**src/rtl/momentum_pkg.sv**
```systemverilog
// momentumGO board: cell codes, op codes, FSM states and ownership helper.
package momentum_pkg;

    localparam logic [2:0] C_EMPTY        = 3'd0;
    localparam logic [2:0] C_RED_CLAIMED  = 3'd1;
    localparam logic [2:0] C_BLUE_CLAIMED = 3'd2;
    localparam logic [2:0] C_RED_PLAYER   = 3'd3;
    localparam logic [2:0] C_BLUE_PLAYER  = 3'd4;
    localparam logic [2:0] C_RED_BOMB     = 3'd5;
    localparam logic [2:0] C_BLUE_BOMB    = 3'd6;
    localparam logic [2:0] C_RESERVED     = 3'd7;

    localparam logic [1:0] OP_WRITE     = 2'd0;
    localparam logic [1:0] OP_CLAIM     = 2'd1;
    localparam logic [1:0] OP_ERASE     = 2'd2;
    localparam logic [1:0] OP_CLEAR_ALL = 2'd3;

    typedef enum logic [1:0] {
        OWN_NONE,
        OWN_RED,
        OWN_BLUE
    } owner_t;

    typedef enum logic [1:0] {
        S_CLEAR,
        S_IDLE,
        S_EXEC
    } state_t;

    function automatic owner_t owner(input logic [2:0] c);
        case (c)
            C_RED_CLAIMED, C_RED_PLAYER, C_RED_BOMB:    owner = OWN_RED;
            C_BLUE_CLAIMED, C_BLUE_PLAYER, C_BLUE_BOMB: owner = OWN_BLUE;
            default:                                    owner = OWN_NONE;
        endcase
    endfunction

endpackage

```
**src/rtl/board_ram.sv**
```systemverilog
// Board cell array: one write port, two registered read ports.
// Reads return the value held before a same-cycle write.
module board_ram #(
    parameter int DEPTH = 256,
    parameter int AW    = 8
) (
    input  logic          clk,
    input  logic          we,
    input  logic [AW-1:0] waddr,
    input  logic [2:0]    wdata,
    input  logic [AW-1:0] cmd_addr,
    output logic [2:0]    cmd_rdata,
    input  logic [AW-1:0] disp_addr,
    output logic [2:0]    disp_rdata
);

    logic [2:0] mem [DEPTH];

    always_ff @(posedge clk) begin
        if (we) mem[waddr] <= wdata;
        cmd_rdata  <= mem[cmd_addr];
        disp_rdata <= mem[disp_addr];
    end

endmodule

```
**src/rtl/momentum_board.sv**
```systemverilog
// momentumGO board store: command FSM, claim rules, clear sweep
// and live per-player ownership counts.
module momentum_board
    import momentum_pkg::*;
#(
    parameter int WIDTH  = 16,
    parameter int HEIGHT = 16,
    parameter int X_W    = $clog2(WIDTH),
    parameter int Y_W    = $clog2(HEIGHT),
    parameter int CNT_W  = $clog2(WIDTH*HEIGHT+1)
) (
    input  logic             clk,
    input  logic             reset,
    input  logic             cmd_valid,
    output logic             cmd_ready,
    input  logic [1:0]       cmd_op,
    input  logic [X_W-1:0]   cmd_x,
    input  logic [Y_W-1:0]   cmd_y,
    input  logic [2:0]       cmd_data,
    output logic             resp_valid,
    output logic             resp_ok,
    output logic [2:0]       resp_old,
    input  logic [X_W-1:0]   rd_x,
    input  logic [Y_W-1:0]   rd_y,
    output logic [2:0]       rd_data,
    output logic             busy,
    output logic [CNT_W-1:0] red_count,
    output logic [CNT_W-1:0] blue_count
);

    localparam int CELLS = WIDTH * HEIGHT;
    localparam int AW    = $clog2(CELLS);

    function automatic logic [AW-1:0] lin(
        input logic [X_W-1:0] x,
        input logic [Y_W-1:0] y
    );
        int a;
        a = int'(y) * WIDTH + int'(x);
        return AW'(a);
    endfunction

    state_t        state, state_nx;
    logic [AW-1:0] idx;
    logic          clr_rsp;
    logic [1:0]    op_q;
    logic [AW-1:0] addr_q;
    logic [2:0]    data_q;
    logic          inr_q;
    logic          rd_zero_q;

    logic          accept, sweep_last;
    logic          cmd_inr, rd_inr;
    logic [AW-1:0] cmd_addr, disp_addr;
    logic [2:0]    ram_cmd, ram_disp;
    logic [2:0]    old_code, new_code;
    logic          wr_ok, exec_we;
    logic          ram_we;
    logic [AW-1:0] ram_waddr;
    logic [2:0]    ram_wdata;
    logic          red_inc, red_dec, blue_inc, blue_dec;

    assign accept     = (state == S_IDLE) && cmd_valid;
    assign sweep_last = (idx == AW'(CELLS - 1));
    assign cmd_inr    = (int'(cmd_x) < WIDTH) && (int'(cmd_y) < HEIGHT);
    assign rd_inr     = (int'(rd_x) < WIDTH) && (int'(rd_y) < HEIGHT);
    assign cmd_addr   = cmd_inr ? lin(cmd_x, cmd_y) : '0;
    assign disp_addr  = rd_inr ? lin(rd_x, rd_y) : '0;

    // Rule check for the latched command; old reads as EMPTY when out of range.
    always_comb begin
        old_code = inr_q ? ram_cmd : C_EMPTY;
        new_code = C_EMPTY;
        wr_ok    = 1'b0;
        case (op_q)
            OP_WRITE: begin
                new_code = data_q;
                wr_ok    = inr_q;
            end
            OP_ERASE: begin
                new_code = C_EMPTY;
                wr_ok    = inr_q;
            end
            OP_CLAIM: begin
                new_code = data_q[0] ? C_BLUE_CLAIMED : C_RED_CLAIMED;
                wr_ok    = inr_q && (old_code <= C_BLUE_CLAIMED);
            end
            default: begin
                new_code = C_EMPTY;
                wr_ok    = 1'b0;
            end
        endcase
        exec_we  = (state == S_EXEC) && wr_ok;
        red_inc  = owner(new_code) == OWN_RED;
        red_dec  = owner(old_code) == OWN_RED;
        blue_inc = owner(new_code) == OWN_BLUE;
        blue_dec = owner(old_code) == OWN_BLUE;
    end

    always_comb begin
        ram_we    = exec_we;
        ram_waddr = addr_q;
        ram_wdata = new_code;
        if (state == S_CLEAR) begin
            ram_we    = 1'b1;
            ram_waddr = idx;
            ram_wdata = C_EMPTY;
        end
    end

    board_ram #(
        .DEPTH (CELLS),
        .AW    (AW)
    ) u_ram (
        .clk        (clk),
        .we         (ram_we),
        .waddr      (ram_waddr),
        .wdata      (ram_wdata),
        .cmd_addr   (cmd_addr),
        .cmd_rdata  (ram_cmd),
        .disp_addr  (disp_addr),
        .disp_rdata (ram_disp)
    );

    always_ff @(posedge clk) begin
        if (reset) state <= S_CLEAR;
        else       state <= state_nx;
    end

    always_comb begin
        state_nx = state;
        unique case (1'b1)
            state == S_CLEAR: if (sweep_last) state_nx = S_IDLE;
            state == S_IDLE:
                if (cmd_valid)
                    state_nx = (cmd_op == OP_CLEAR_ALL) ? S_CLEAR : S_EXEC;
            default: state_nx = S_IDLE;
        endcase
    end

    always_comb begin
        cmd_ready = (state == S_IDLE);
        busy      = (state == S_CLEAR);
    end

    assign rd_data = (busy || rd_zero_q) ? 3'd0 : ram_disp;

    always_ff @(posedge clk) begin
        if (reset) begin
            idx        <= '0;
            clr_rsp    <= 1'b0;
            op_q       <= OP_WRITE;
            addr_q     <= '0;
            data_q     <= '0;
            inr_q      <= 1'b0;
            rd_zero_q  <= 1'b1;
            resp_valid <= 1'b0;
            resp_ok    <= 1'b0;
            resp_old   <= '0;
            red_count  <= '0;
            blue_count <= '0;
        end else begin
            resp_valid <= 1'b0;
            resp_ok    <= 1'b0;
            resp_old   <= '0;
            rd_zero_q  <= !rd_inr;
            if (state == S_CLEAR) begin
                idx <= idx + 1'b1;
                if (sweep_last) begin
                    idx        <= '0;
                    clr_rsp    <= 1'b0;
                    resp_valid <= clr_rsp;
                    resp_ok    <= clr_rsp;
                end
            end
            if (accept) begin
                op_q   <= cmd_op;
                addr_q <= cmd_addr;
                data_q <= cmd_data;
                inr_q  <= cmd_inr;
                if (cmd_op == OP_CLEAR_ALL) begin
                    clr_rsp    <= 1'b1;
                    idx        <= '0;
                    red_count  <= '0;
                    blue_count <= '0;
                end
            end
            if (state == S_EXEC) begin
                resp_valid <= 1'b1;
                resp_ok    <= wr_ok;
                resp_old   <= old_code;
                if (wr_ok) begin
                    red_count  <= red_count + CNT_W'(red_inc)
                                  - CNT_W'(red_dec);
                    blue_count <= blue_count + CNT_W'(blue_inc)
                                  - CNT_W'(blue_dec);
                end
            end
        end
    end

endmodule

```
**config.mk**
```make
export PLATFORM = sky130hd
export DESIGN_NAME = momentum_board
export DESIGN_NICKNAME = d
export VERILOG_FILES = /design/src/rtl/momentum_pkg.sv /design/src/rtl/board_ram.sv /design/src/rtl/momentum_board.sv
export SDC_FILE = /design/constraint.sdc
export NUM_CORES = 1
export LEC_CHECK = 0
export BUFFER_PORTS_ARGS = -buffer_cell sky130_fd_sc_hd__buf_2
export CORE_MARGIN = 1.5
export CORE_UTILIZATION = 45
export DETAILED_ROUTE_END_ITERATION = 12
export MAX_ROUTING_LAYER = met4
export PLACE_DENSITY_LB_ADDON = 0.15
export SETUP_SLACK_MARGIN = 0.2
export SYNTH_ARGS = -nofsm -noshare
export SYNTH_HDL_FRONTEND = slang
export SYNTH_SLANG_ARGS = --single-unit
```
**constraint.sdc**
```tcl
create_clock -name clk -period 23.5 [get_ports clk]
set_clock_uncertainty 0.2 [all_clocks]
set_input_delay 0 -clock clk [delete_from_list [all_inputs] [get_ports clk]]
set_output_delay 0 -clock clk [all_outputs]
set_load 0.05 [all_outputs]
```
==> out/results.ini <==
[flow_run]
maxCapViolations=0

[worst_setup_path]
crit_chain=buf_8 -> buf_4 -> buf_4 -> buf_4 -> mux4_2 -> mux2_2 -> a221oi_1 -> a31oi_1 -> nand3_1 -> dlygate4sd3_1 -> nand4_1 -> dlygate4sd3_1
required_ps=23840
crit_family=buffers and inverters
max_stage_delay_ps=830
cp-start-kind=input port
crit_fanout=73
crit_path_top_delay_cell=buf_4
cp.arrival_ps=5580
crit_buf_inv=6
worst_setup_path_end_kind=flip-flop
critPathMostFrequentCell=buf_4
crit_type=input port to flip-flop

[power]
peakVddDrop_mv=0.0519
finalPower_mw=3.14
leakagePower_nw=15.1
powerDensity_nw_per_um2=70.9

[layout]
fin_area_sq_um=44300
multi_input_area_sq_um=14700
layout.nets=2556
layout_commonest_cell=edfxtp_1
area_delta_synth_final_pct=11.1
final_cell_mix=edfxtp_1 (768), mux4_2 (334), nor2_1 (303)
seq_area_sq_um=24200
postLayoutCoreUtil_pct=50.7
layout-drive-gt1-share_pct=23.3
fillers=7193

[placed_design]
port_buffers=51
dp_hpwl_um=71400
post-place-ws_ps=18570
post_dp_cell_area_sq_um=41000
routabilityCongestion=0.893

[die]
die_h_um=301
start_util_pct=45.6
row_count=108
boundaryPins=52
die_area_sq_um=90300
core_sq_um=87300
die_w_um=301

[sta]
setup_viol=0
worst_slack_ps=18260
fin_setup_tns_ps=0
period_share_pct=22.3
tightest_slew_ps=1270
hold_viol_final=0
slew-limit-headroom_pct=14.8
slew_viol_final=0
rsz0062_at_grt=false
fin_crit_ps=5240
fmax_mhz=191

[cts]
htreeDepth=3
post_cts_resized=0
clk_transition_reported_paths_ps=60
post-cts-setup-buffers=0
cts_root_buf=clkbuf_16
holdBufCountCts=37
cts_buffers=89
clock_path_buffers=3
cts_tree=yes
cts_sinks=823
clkLatencyLatePin_ps=660

[global_routing]
grt_overflow=0
grt_pass1_vias=25100
grt_max_degree=191
antenna_found_initial=2
grt.total_usage_pct=26.7
grt_pass1_wl_um=171000

[logic_synthesis]
netlist_instances=2486
synth_ff_type=edfxtp_1
synth.largest_area_cell=edfxtp_1
syn_nets=2531
async_flop_share_pct=0
synth.distinct_cells=66
synth_edf_count=768
synth_area_sq_um=39800
synth.avg_cell_area_sq_um=16.0
ys_seq_area_share_pct=60.6
synth.area.top_cells=edfxtp_1 (58%), mux4_2 (19%), mux2i_1 (3.4%)
ys_warn_count=0
synth_seq_cells=823
synth_top_area_share_pct=57.9

[routing]
drcViolationCount=0
via_per_inst=6.56
dr.pass1.iters=6
drtIter0Drc=2944
postRouteAntennaNets=0
wl_per_cell_um=31.1
vias=24500
wl_um=116000

[outcome]
status=finished clean

[min_path]
hold_class=input port to flip-flop

-- synth_stat cells (all sizes together) (5+ instances only) --
library cell / n
edfxtp: 768
mux4: 342
nor2: 303
mux2i: 137
nand2: 102
clkbuf: 97
buf: 94
a21oi: 63
dfxtp: 55
o22ai: 46
nand3: 38
nand2b: 32
o221ai: 32
inv: 27
o21ai: 27
o211ai: 25
nor3: 22
a211oi: 21
ha: 19
mux2: 19
nand3b: 18
a221oi: 15
a22oi: 15
nor2b: 14
or3: 13
nor3b: 12
nor4: 11
a211o: 10
o31ai: 10
a31oi: 8
and2: 8
or2: 7
a2111oi: 6
nand4: 6
a21o: 5
a22o: 5
a311oi: 5
nand4b: 5
xnor2: 5
-- worst paths after layout --
check	from	endpoint	slack, ps	depth (start not counted)
setup / recovery	rd_x[0]	u_ram.disp_rdata[0]	18260	12
hold / removal	cmd_x[1]	addr_q[1]	70	4
setup reg to reg	state[1]	u_ram.mem[34][1]	19400	5
hold reg to reg	clr_rsp	resp_ok	280	2
-- flip-flops by register name, indices dropped and copies added (netlist names) --
register          cells
u_ram.mem           768
blue_count            9
red_count             9
addr_q                8
idx                   8
data_q                3
resp_old              3
u_ram.cmd_rdata       3
u_ram.disp_rdata      3
op_q                  2
state                 2
clr_rsp               1
inr_q                 1
rd_zero_q             1
resp_ok               1
resp_valid            1
-- metrics by stage --
stage               instances  hold WS, ps
finish                   3739         66.6
floorplan                2486         -172
CTS                      3737         19.4
detailed placement       3538         31.5
global route             3739         88.6
global placement         3538         36.6
-- tightest hold or removal path: stages --
cell and delay (ps):
buf_8 200, buf_12 370, nand2_1 150, a21oi_1 70
-- final cells by class --
cell class / instances / share of cell area, %
Sequential cell: 823 / 54.6
Multi-Input combinational cell: 1444 / 33.2
Clock buffer: 106 / 5.32
Tap cell: 1155 / 3.27
Timing Repair Buffer: 125 / 2.24
Clock inverter: 56 / 1.14
Inverter: 28 / 0.237
Antenna cell: 2 / 0.0113
-- where the power goes --
group          internal (mW)  switching (mW)  total (mW)
Clock                  0.793           0.595        1.39
Combinational         0.0582           0.108       0.166
Sequential              1.58         0.00388        1.58
-- layer usage --
metal  global-route usage (%)  up-vias  wire [um]
met3                     4.26      185       9470
met2                     41.7     1195      56100
met4                     8.38        0       3440
li1                         -    10200          -
met1                     36.1    13000      47300
met5                        -        -          0
-- kinds of logic after synthesis --
family | Yosys count | synth area share (%)
XOR/XNOR | 9 | 0.198
flip-flops | 823 | 60.6
adder cells (fa/ha/maj) | 21 | 0.697
AND/OR/NAND/NOR | 608 | 7.07
multiplexers | 498 | 23.4
buffers and inverters | 219 | 2.65
AO/OA/AOI/OAI | 308 | 5.36
Note: power is estimated with default switching activity, not from simulation.
